## src/rtl/cmp_seq_ctrl.sv

```systemverilog
// -----------------------------------------------------------------------------
// cmp_seq_ctrl
//   Sequential wide-operand comparator. Compares two NWORDS x 32-bit operands
//   one 32-bit word per cycle, most significant word first, so the whole
//   compare shares a single 32-bit magnitude comparator. The compare stops at
//   the first differing word. Signed mode flips the sign bit of the top word
//   only, which turns the unsigned word compare into a two's-complement one.
//
// Ports
//   i_clk          rising-edge clock for all state
//   i_rst          synchronous, active-high reset
//   i_req_valid    request offered
//   o_req_ready    block can accept a request (IDLE only)
//   i_req_signed   1 = two's-complement compare, 0 = unsigned
//   i_operand_a    operand A, word k at bits [32k+31:32k]
//   i_operand_b    operand B, same layout as A
//   o_rsp_valid    result available (RESP only)
//   i_rsp_ready    consumer accepts the result
//   o_eq/o_lt/o_gt one-hot compare result, valid with o_rsp_valid
//   o_cycles       number of word compares performed (1..NWORDS)
// -----------------------------------------------------------------------------
module cmp_seq_ctrl #(
  parameter int NWORDS = 4
) (
  input  logic                   i_clk,
  input  logic                   i_rst,
  input  logic                   i_req_valid,
  output logic                   o_req_ready,
  input  logic                   i_req_signed,
  input  logic [NWORDS*32-1:0]   i_operand_a,
  input  logic [NWORDS*32-1:0]   i_operand_b,
  output logic                   o_rsp_valid,
  input  logic                   i_rsp_ready,
  output logic                   o_eq,
  output logic                   o_lt,
  output logic                   o_gt,
  output logic [4:0]             o_cycles
);

  localparam int IW = (NWORDS > 1) ? $clog2(NWORDS) : 1;
  localparam logic [IW-1:0] TOP_IDX = IW'(NWORDS - 1);

  typedef enum logic [1:0] {
    IDLE = 2'd0,
    CMP  = 2'd1,
    RESP = 2'd2
  } state_t;

  state_t          state;
  state_t          state_nxt;

  logic [31:0]     a_words [NWORDS];
  logic [31:0]     b_words [NWORDS];
  logic            signed_mode;
  logic [IW-1:0]   idx;
  logic [4:0]      count;
  logic            res_eq;
  logic            res_lt;
  logic            res_gt;
  // Set by reset and cleared on the first edge without reset, so the block
  // stays not-ready for one full cycle after reset is released.
  logic            rst_hold;

  logic            req_ready;
  logic            rsp_valid;
  logic            accept;

  logic [31:0]     word_a;
  logic [31:0]     word_b;
  logic            word_lt;
  logic            word_gt;

  // ---------------------------------------------------------------------------
  // Single shared 32-bit word comparator
  // ---------------------------------------------------------------------------
  always_comb begin
    word_a = a_words[idx];
    word_b = b_words[idx];
    // Inverting the sign bit maps two's-complement order onto unsigned order;
    // only the most significant word carries the sign.
    if (signed_mode && (idx == TOP_IDX)) begin
      word_a[31] = ~word_a[31];
      word_b[31] = ~word_b[31];
    end
    word_lt = (word_a < word_b);
    word_gt = (word_a > word_b);
  end

  // ---------------------------------------------------------------------------
  // FSM: state register
  // ---------------------------------------------------------------------------
  // NOTE: clocked state uses non-blocking (<=) so every register samples the
  // pre-edge values; blocking (=) here would create order-dependent races.
  always_ff @(posedge i_clk) begin
    if (i_rst) begin
      state <= IDLE;
    end else begin
      state <= state_nxt;
    end
  end

  // ---------------------------------------------------------------------------
  // FSM: next state and control outputs
  // ---------------------------------------------------------------------------
  // NOTE: every signal written here gets a default first; a path that leaves
  // one unassigned would infer a latch.
  always_comb begin
    state_nxt = state;
    req_ready = 1'b0;
    rsp_valid = 1'b0;
    case (state)
      IDLE: begin
        req_ready = ~rst_hold;
        if (i_req_valid && !rst_hold) begin
          state_nxt = CMP;
        end
      end
      CMP: begin
        if (word_lt || word_gt || (idx == '0)) begin
          state_nxt = RESP;
        end
      end
      RESP: begin
        rsp_valid = 1'b1;
        if (i_rsp_ready) begin
          state_nxt = IDLE;
        end
      end
      default: begin
        state_nxt = IDLE;
      end
    endcase
  end

  assign accept = (state == IDLE) && req_ready && i_req_valid;

  // Reset forces every output low even before the first reset edge lands.
  assign o_req_ready = req_ready & ~i_rst;
  assign o_rsp_valid = rsp_valid & ~i_rst;
  assign o_eq        = o_rsp_valid & res_eq;
  assign o_lt        = o_rsp_valid & res_lt;
  assign o_gt        = o_rsp_valid & res_gt;
  assign o_cycles    = o_rsp_valid ? count : 5'd0;

  // ---------------------------------------------------------------------------
  // Operand capture
  // ---------------------------------------------------------------------------
  // NOTE: the operand word storage has no reset; it is always written on
  // accept before it is read, and leaving it out of reset keeps it plain
  // flops without a reset network.
  always_ff @(posedge i_clk) begin
    if (accept) begin
      for (int k = 0; k < NWORDS; k++) begin
        a_words[k] <= i_operand_a[k*32 +: 32];
        b_words[k] <= i_operand_b[k*32 +: 32];
      end
    end
  end

  // ---------------------------------------------------------------------------
  // Sequencing state: word index, compare count, latched result
  // ---------------------------------------------------------------------------
  always_ff @(posedge i_clk) begin
    if (i_rst) begin
      rst_hold    <= 1'b1;
      signed_mode <= 1'b0;
      idx         <= '0;
      count       <= '0;
      res_eq      <= 1'b0;
      res_lt      <= 1'b0;
      res_gt      <= 1'b0;
    end else begin
      rst_hold <= 1'b0;
      case (state)
        IDLE: begin
          if (accept) begin
            signed_mode <= i_req_signed;
            idx         <= TOP_IDX;
            count       <= '0;
            res_eq      <= 1'b0;
            res_lt      <= 1'b0;
            res_gt      <= 1'b0;
          end
        end
        CMP: begin
          count <= count + 5'd1;
          if (word_lt || word_gt) begin
            // First differing word decides the whole compare.
            res_lt <= word_lt;
            res_gt <= word_gt;
          end else if (idx == '0) begin
            res_eq <= 1'b1;
          end else begin
            idx <= idx - IW'(1);
          end
        end
        default: begin
        end
      endcase
    end
  end

endmodule

```

## config.mk

```make
export PLATFORM = sky130hd
export DESIGN_NAME = cmp_seq_ctrl
export DESIGN_NICKNAME = d
export VERILOG_FILES = /design/src/rtl/cmp_seq_ctrl.sv
export SDC_FILE = /design/constraint.sdc
export NUM_CORES = 1
export LEC_CHECK = 0
export ABC_AREA = 1
export CAP_MARGIN = 40
export CORE_MARGIN = 10
export CORE_UTILIZATION = 53
export DETAILED_ROUTE_END_ITERATION = 10
export GPL_ROUTABILITY_DRIVEN = 0
export HOLD_SLACK_MARGIN = 0.06
export PLACE_DENSITY = 0.85
export REMOVE_ABC_BUFFERS = 1
export SYNTH_ARGS = -nofsm -noshare
export SYNTH_HDL_FRONTEND = slang
export SYNTH_SLANG_ARGS = --single-unit
```

## constraint.sdc

```tcl
create_clock -name i_clk -period 20.9 [get_ports i_clk]
set_input_delay 2.09 -clock i_clk [delete_from_list [all_inputs] [get_ports i_clk]]
set_output_delay 2.09 -clock i_clk [all_outputs]
set_load 0.02 [all_outputs]
```

==> results of run 1 <==
[area by class of cell]
type                    instances  area, um2  share of cell area, %
diodes                          2       5.00                 0.0337
clock buffers                  44        792                   5.33
clock inverters                 8       70.1                  0.472
inverters                      33        135                  0.910
multi-input cells             491       2720                   18.3
flip-flops and latches        272       8010                   53.9
well taps                     270        338                   2.27
repair buffers                277       2790                   18.8
[worst max-delay path, cell delays in order]
cell,delay [ps]
clkdlybuf4s50_1,660
nor3_1,400
inv_1,190
nor2_1,160
clkdlybuf4s50_1,650
[metrics by stage]
step	hold slack, ps	worst slack [ps]	std cells	power (uW)	utilization, %
2_1_floorplan	436	12060	796	720	-
3_3_place_gp	479	14860	1342	788	68.5
3_5_place_dp	495	14760	1343	796	68.7
4_1_cts	504	14680	1395	1260	72.9
5_1_grt	522	14500	1397	1300	72.9
6_report	502	14650	1397	1250	72.9
[logic make-up after synthesis]
| family | Yosys count |
|---|---|
| AND/OR/NAND/NOR | 260 |
| flip-flops | 272 |
| adder cells (fa/ha/maj) | 35 |
| buffers and inverters | 75 |
| XOR/XNOR | 2 |
| AO/OA/AOI/OAI | 194 |
[metal layers]
layer | share of wire [%] | global-route usage (%) | vias to the layer above
met5 | 0 | 0 | -
met4 | 3.3 | 7.72 | 0
met3 | 7.3 | 4.81 | 61
met2 | 52 | 35.5 | 312
met1 | 38 | 23.7 | 3602
li1 | - | - | 3607
[worst paths after layout]
path | from | endpoint | cells past startpoint
max | i_rst | o_eq | 5
max reg2reg | register | res_lt$_SDFFE_PP0P_ | 14
min reg2reg | res_gt$_SDFFE_PP0P_ | res_gt$_SDFFE_PP0P_ | 2
min | res_gt$_SDFFE_PP0P_ | res_gt$_SDFFE_PP0P_ | 2
[cells in the final DEF, fill, tap and decap left out, drive strengths merged, types with 32 or more instances in the layout]
| cell | count |
|---|---|
| clkdlybuf4s50 | 270 |
| edfxtp | 256 |
| nand2 | 148 |
| nor2 | 93 |
| o21ai | 71 |
| a21oi | 55 |
| clkbuf | 44 |
| ha | 35 |
| o22ai | 33 |
| inv | 32 |
[sequential cells by signal, indices dropped and copies added, names as in the netlist, named ones only]
signal       flops
res_gt           1
state            2
idx              2
signed_mode      1
count            5
rst_hold         1
a_words        128
b_words        128
res_eq           1
res_lt           1
[report_power, final]
| group | leakage [uW] | switching (uW) | total, uW | internal, uW |
|---|---|---|---|---|
| Combinational | 0.00238 | 74.9 | 151 | 76.5 |
| Clock | 0.000418 | 195 | 467 | 272 |
| Sequential | 0.00252 | 8.18 | 634 | 626 |
| Total | 0.00532 | 278 | 1250 | 974 |
[synth_stat cells (all sizes together)]
master / number
edfxtp: 256
nand2: 148
nor2: 93
o21ai: 71
a21oi: 55
ha: 35
clkbuf: 33
inv: 33
o22ai: 33
a32o: 31
dfxtp: 16
buf: 9
nand3: 6
nor3: 6
nand4: 4
o21a: 2
a21o: 1
nand3b: 1
nor3b: 1
o31ai: 1
or2: 1
xnor2: 1
xor2: 1
==> impl_metrics.yaml, run 1 <==
sta:
  post-route-period-util_pct: 29.9
  relSlewSlack_pct: 31.0
  drv_slew: 0
  fin_crit_ps: 6250
  finalSetupViolations: 0
  max_freq_mhz: 160
  skew_ps: 20.4
  rsz0062_at_grt: "no"
  setup_tns_ps: 0
  tightest_slew_ps: 1030
  hold_viol_final: 0
global_routing:
  grt_pass1_vias: 7999
  grt_pass1_wl_um: 42700
  track_usage_pct: 20.3
  grt_overflow: 0
  antenna_found_initial: 2
  grt_max_degree: 196
logic_synthesis:
  ys_ff_latch: 272
  yosys.area.top_type: "edfxtp_1"
  seq_area_frac_synth_pct: 72.7
  synthAdderAreaFrac_pct: 3.97
  synthCells: 838
  synth.area.top_cells: "edfxtp_1, nand2_1, ha_1, o21ai_0, nor2_1"
  syn_area_um2: 11000
  postSynthAreaPerCell_um2: 13.1
  synth_simple_gate_area_share_pct: 9.82
  synth_xor_area_share_pct: 0.159
  yosysWarningCount: 0
  synth_top_cell_area_share_pct: 69.8
  synth_top_family_by_area: "compound AO/OA/AOI/OAI gates"
  synth_mux_area_share_pct: 0
  yosysUniqueCellTypes: 34
  synth_compound_area_share_pct: 10.7
critical_path:
  cp_data_required_time_ps: 18810
  crit_path_end_kind: "output port"
  path_class: "in2out"
  arrival_ps: 4160
  r2r_slack_ps: 17250
  path_max_fanout: 14
  cp-start-kind: "input pin"
clock_tree:
  cts_resized: 0
  htreeDepth: 1
  numCtsBuffers: 28
  ctsHoldBuffers: 0
  clock_sinks: 272
  clock_latency_ps: 540
  cts.path.max_buffers: 3
  clockRootBuffer: "clkbuf_16"
  postCtsSetupRepairBufs: 0
  clk_pin_slew_ps: 60
  tritoncts: "yes"
cells_and_area:
  postLayoutCellArea_um2: 14900
  n_fill_cell: 1344
  final_nets: 1399
  drive_gt1_share_pct: 5.60
  area_delta_synth_final_pct: 34.8
flow_run:
  drv_cap: 0
floorplanning:
  initial_core_util_pct: 54.1
  rows: 52
  die_h_um: 164
  coreArea_um2: 20400
  die-area_um2: 27000
  die_width_um: 164
  io-pin-count: 271
route:
  drc: 0
  postRouteAntennaNets: 0
  firstDrtPassIters: 5
  first_iter_violations: 688
  drt-vias-per-instance: 5.43
  wl_per_cell_um: 20.2
  drt_wl_total_um: 28200
  dr_total_vias: 7582
placed_design:
  hpwl_um: 19400
  placed_area_um2: 14000
  portBuffers: 270
run_status:
  status: "finished, final reports clean"
power_and_ir_drop:
  ir_drop_mv: 0.0983
  leakage_uw: 0.00532
  p_per_area_nw_per_um2: 84.3
worst_hold_path:
  hp-class: "reg2reg"
Note: power is estimated with default switching activity, not from simulation.
==> run 2: changes to the inputs <==
--- a/config.mk
+++ b/config.mk
@@ -8,11 +8,11 @@
 export ABC_AREA = 1
 export CAP_MARGIN = 40
 export CORE_MARGIN = 10
-export CORE_UTILIZATION = 53
+export CORE_UTILIZATION = 50
 export DETAILED_ROUTE_END_ITERATION = 10
 export GPL_ROUTABILITY_DRIVEN = 0
 export HOLD_SLACK_MARGIN = 0.06
-export PLACE_DENSITY = 0.85
+export PLACE_DENSITY = 0.81
 export REMOVE_ABC_BUFFERS = 1
 export SYNTH_ARGS = -nofsm -noshare
 export SYNTH_HDL_FRONTEND = slang
==> constraint.sdc (replaced) <==
create_clock -name i_clk -period 6.5 [get_ports i_clk]
set_input_delay 0.65 -clock i_clk [delete_from_list [all_inputs] [get_ports i_clk]]
set_output_delay 0.65 -clock i_clk [all_outputs]
set_load 0.02 [all_outputs]
==> run 2 against run 1 <==
  * Final cell count is 1.5% higher
  * Via count up 1.2%
  * Register-to-register slack got worse by 15000 ps
  * Global-route usage is 0.89 points lower
  * Non-clock buffer count is the same
  * Sequential power grew to 3.2 times the previous value
==> impl_metrics.yaml, run 2 (same netlist as run 1, synthesis figures left out) <==
cells_and_area:
  mostFrequentLayoutCell: "clkdlybuf4s50_1"
  top_regs: "a_words: 128 flops, b_words: 128 flops, count: 5 flops"
  drive_gt1_share_pct: 6.21
  postLayoutCellArea_um2: 15100
  fin_util_pct: 69.2
  final_cell_mix: "clkdlybuf4s50_1, edfxtp_1, nand2_1"
  area_delta_synth_final_pct: 36.7
  final_nets: 1401
  n_fill_cell: 1488
sta:
  hold_viol_final: 0
  max_freq_mhz: 265
  relSlewSlack_pct: 29.2
  fin_crit_ps: 3770
  whs_ps: 493
  rsz0062_at_grt: "no"
  tightest_slew_ps: 1060
  setup_tns_ps: 0
  skew_ps: 9.59
  drv_slew: 0
  post-route-period-util_pct: 58.0
  finalSetupViolations: 0
clock_tree:
  clockRootBuffer: "clkbuf_16"
  numCtsBuffers: 30
  clk_pin_slew_ps: 60
  ctsHoldBuffers: 0
  tritoncts: "yes"
  cts_resized: 0
  postCtsSetupRepairBufs: 0
  cts.path.max_buffers: 3
  clock_latency_ps: 540
  clock_sinks: 272
  htreeDepth: 1
global_routing:
  grt_pass1_wl_um: 43600
  grt_max_degree: 177
  antenna_found_initial: 11
  grt_pass1_vias: 7973
  track_usage_pct: 19.4
  grt_overflow: 0
placed_design:
  portBuffers: 270
  placed_area_um2: 14000
  hpwl_um: 19800
route:
  drt-vias-per-instance: 5.41
  dr_total_vias: 7672
  wl_per_cell_um: 20.4
  firstDrtPassIters: 5
  drt_wl_total_um: 29000
  drc: 0
  first_iter_violations: 619
  postRouteAntennaNets: 0
floorplanning:
  initial_core_util_pct: 50.6
  die_width_um: 168
  io-pin-count: 271
  rows: 54
  die-area_um2: 28400
  coreArea_um2: 21800
  die_h_um: 168
power_and_ir_drop:
  ir_drop_mv: 0.221
  leakage_uw: 0.00541
  p_per_area_nw_per_um2: 285
critical_path:
  worstPathCellList: "inv_4 -> buf_4 -> nand2_1 -> a32o_1 -> ha_1 -> nand2_1 -> nor2_1 -> nand4_1 -> nor2_1 -> nand2_1 -> nand2_1 -> inv_1 -> o31ai_1 -> nand2_1 -> inv_1"
  cp-start-kind: "register"
  critical-path-max-stage-delay_ps: 610
  crit_path_end_kind: "register"
  critical_path.top_delay_family: "buffers and inverters"
  cp_data_required_time_ps: 6990
  arrival_ps: 4250
  cp_common_cell: "nand2_1"
  slowest_stage: "inv_4"
  path_max_fanout: 74
  path_class: "reg2reg"
  path_buf_inv: 4
worst_hold_path:
  hp-class: "reg2reg"
run_status:
  status: "finished, final reports clean"
flow_run:
  drv_cap: 0
==> run 2: final cells by class <==
class	instances	area [um2]	share of cell area (%)
flip-flops and latches	272	8010	53.2
repair buffers	277	2790	18.5
multi-input cells	491	2720	18.0
clock buffers	37	798	5.30
well taps	280	350	2.33
clock inverters	18	239	1.59
inverters	33	135	0.897
diodes	10	25.0	0.166
==> run 2: layer usage <==
metal	GRT usage (%)	wire, um	up-vias
met5	0	0	-
met4	9.08	1150	0
met1	22.3	11000	3704
li1	-	-	3633
met3	4.28	1820	73
met2	33.8	15000	262
==> run 2: through the flow <==
step	cells	total power, uW	setup slack [ps]
floorplan	796	2320	-896
global placement	1352	2540	2890
detailed placement	1353	2560	2710
CTS	1408	4330	2680
global route	1416	4450	2400
finish	1418	4290	2730
==> run 2: power breakdown <==
part / leakage [uW] / total, uW / switching (uW) / internal, uW
combinational: 0.00238 / 484 / 238 / 247
sequential: 0.00252 / 2040 / 28.4 / 2010
clock: 0.000509 / 1770 / 664 / 1100
==> run 2: worst paths after layout <==
kind,startpoint,to,slack (ps),cells past startpoint
hold / removal,res_eq$_SDFFE_PP0P_,res_eq$_SDFFE_PP0P_,490,2
setup reg to reg,register,res_lt$_SDFFE_PP0P_,2730,15
hold reg to reg,res_eq$_SDFFE_PP0P_,res_eq$_SDFFE_PP0P_,490,2
setup / recovery,register,res_lt$_SDFFE_PP0P_,2730,15
==> run 2: worst min-delay path, stage by stage (launching register included) <==
cell     delay [ps]
dfxtp_1         300
inv_1            70
a21oi_1          70
==> run 3: changes to the inputs <==
--- a/config.mk
+++ b/config.mk
@@ -8,11 +8,11 @@
 export ABC_AREA = 1
 export CAP_MARGIN = 40
 export CORE_MARGIN = 10
-export CORE_UTILIZATION = 50
+export CORE_UTILIZATION = 45
 export DETAILED_ROUTE_END_ITERATION = 10
 export GPL_ROUTABILITY_DRIVEN = 0
 export HOLD_SLACK_MARGIN = 0.06
-export PLACE_DENSITY = 0.81
+export PLACE_DENSITY = 0.77
 export REMOVE_ABC_BUFFERS = 1
 export SYNTH_ARGS = -nofsm -noshare
 export SYNTH_HDL_FRONTEND = slang
==> constraint.sdc (replaced) <==
create_clock -name i_clk -period 3 [get_ports i_clk]
set_input_delay 0.3 -clock i_clk [delete_from_list [all_inputs] [get_ports i_clk]]
set_output_delay 0.3 -clock i_clk [all_outputs]
set_load 0.02 [all_outputs]
==> run 3 against run 2 <==
  * Sequential share of layout area shrank 0.30 points
  * Sequential power grew 120%
  * Global-route usage shrank 1.8 points
  * First-iteration DRC count shrank 2.9%
  * Largest power group unchanged
  * Non-clock buffer count grew 11
  * Count of clock-buffer cells in the layout is the same
  * Critical path depth is the same
  * Final cell count grew 3.3%
==> impl_metrics.yaml, run 3 (same netlist as run 1, synthesis figures left out) <==
power_and_ir_drop:
  pwr-share-clk_pct: 38.1
  p_per_area_nw_per_um2: 586
  switchingPower_uw: 2040
  swShare_pct: 22.9
  pwr-share-comb_pct: 12.3
  ir_drop_mv: 0.376
  p_total_uw: 8880
  seqPwrFrac_pct: 49.6
  p_int_uw: 6840
  leakage_uw: 0.00543
route:
  wl_per_cell_um: 19.5
  postRouteAntennaNets: 0
  dr_total_vias: 7625
  firstDrtPassIters: 5
  drc: 0
  drt-vias-per-instance: 5.20
  drt_wl_total_um: 28600
  first_iter_violations: 601
clock_tree:
  postCtsSetupRepairBufs: 0
  numCtsBuffers: 30
  cts_resized: 0
  ctsHoldBuffers: 0
  htreeDepth: 1
  cts.path.max_buffers: 3
  clk_pin_slew_ps: 60
  clockRootBuffer: "clkbuf_16"
  clock_sinks: 272
  clock_latency_ps: 550
  tritoncts: "yes"
cells_and_area:
  n_fill_cell: 1828
  final_cell_mix: "clkdlybuf4s50_1, edfxtp_1, nand2_1"
  postLayoutCellArea_um2: 15100
  top_regs: "a_words: 128 flops, b_words: 128 flops, count: 5 flops"
  mostFrequentLayoutCell: "clkdlybuf4s50_1"
  fin_util_pct: 62.7
  area_delta_synth_final_pct: 37.5
  final_nets: 1412
  drive_gt1_share_pct: 7.29
placed_design:
  dp_slack_ps: 255
  portBuffers: 270
  placed_area_um2: 14200
  hpwl_um: 20400
sta:
  skew_ps: 14.6
  drv_slew: 0
  hold_viol_final: 0
  finalSetupViolations: 0
  tightest_slew_ps: 519
  setup_ws_ps: 275
  fin_crit_ps: 2730
  rsz0062_at_grt: "no"
  whs_ps: 298
  max_freq_mhz: 367
  relSlewSlack_pct: 65.4
  post-route-period-util_pct: 90.8
floorplanning:
  die_width_um: 176
  coreArea_um2: 24200
  initial_core_util_pct: 45.6
  die-area_um2: 31100
  rows: 57
  die_h_um: 176
  io-pin-count: 271
worst_hold_path:
  hold_path_startpoint: "i_operand_a[50]"
  hp-class: "in2reg"
  holdPathStages: 1
critical_path:
  path_class: "reg2reg"
  path_max_fanout: 23
  r2r-end: "res_lt$_SDFFE_PP0P_"
  arrival_ps: 3220
  cp_data_required_time_ps: 3490
  cp-start-kind: "register"
  crit_path_end_kind: "register"
  r2r_slack_ps: 270
  critPathCapture: "res_lt$_SDFFE_PP0P_"
  ff2ff_path_depth: 15
run_status:
  status: "finished, final reports clean"
global_routing:
  grt_overflow: 0
  grt_max_degree: 99
  grt_pass1_wl_um: 42800
  grt_pass1_vias: 7803
  track_usage_pct: 17.6
  antenna_found_initial: 3
flow_run:
  drv_cap: 0
-- run 3: cell count changes in the layout (fill, tap and decap cells not counted), moves of 2 or more --
cell	previous run	this run
buf_12	1	10
buf_4	5	8
bufinv_16	6	1
clkinv_1	6	4
clkinv_2	6	8
clkinv_4	0	2
clkinvlp_4	0	3
diode_2	10	2
-- run 3: critical path, stage by stage (launching register included) --
cell and delay [ps]:
dfxtp_4 370, inv_4 190, buf_12 190, nand2_1 60
a32o_1 220, ha_1 300, nand2_1 70, nor2_1 270
nand4_1 140, nor2_1 190, nand2_1 150, nand2_1 140
inv_1 70, o31ai_1 180, nand2_1 80, inv_1 50
-- run 3: routing by layer --
layer	share of wire [%]	vias to the layer above	track usage, %
met1	39	3615	20.4
met2	50	301	30.6
met3	8.4	60	5.02
met4	2.8	2	5.92
li1	-	3647	-
met5	0.045	-	0
-- run 3: how the worst min path moves through the flow --
stage / end / slack (ps)
after floorplan: rst_hold$_DFF_P_ / 330
after detailed placement: res_gt$_SDFFE_PP0P_ / 480
after global placement: res_eq$_SDFFE_PP0P_ / 470
after CTS: b_words[1][17]$_DFFE_PP_ / 280
after global routing: b_words[2][26]$_DFFE_PP_ / 270
final: a_words[1][18]$_DFFE_PP_ / 300
-- run 3: power by group through the flow --
| stage | registers [uW] | logic, uW | clock network (uW) |
|---|---|---|---|
| after floorplan | 4520 | 492 | 0 |
| after global placement | 4480 | 1070 | 0 |
| after detailed placement | 4480 | 1090 | 0 |
| after CTS | 4410 | 1100 | 3470 |
| after global routing | 4420 | 1210 | 3610 |
| final | 4400 | 1090 | 3390 |
-- run 3: area by class of cell --
class | instances | area (um2) | share of cell area, %
antenna | 2 | 5.00 | 0.0330
clock buffer | 37 | 777 | 5.13
clock inverter | 18 | 136 | 0.900
inverter | 33 | 135 | 0.892
multi-input combinational | 491 | 2720 | 17.9
sequential | 272 | 8010 | 52.9
tap | 324 | 405 | 2.68
timing repair buffer | 288 | 2960 | 19.6
-- run 3: metrics by stage --
step,instances,TNS (ps)
finish,1465,0
global route,1465,0
CTS,1463,0
detailed placement,1408,0
global placement,1408,0
floorplan,796,-1119990
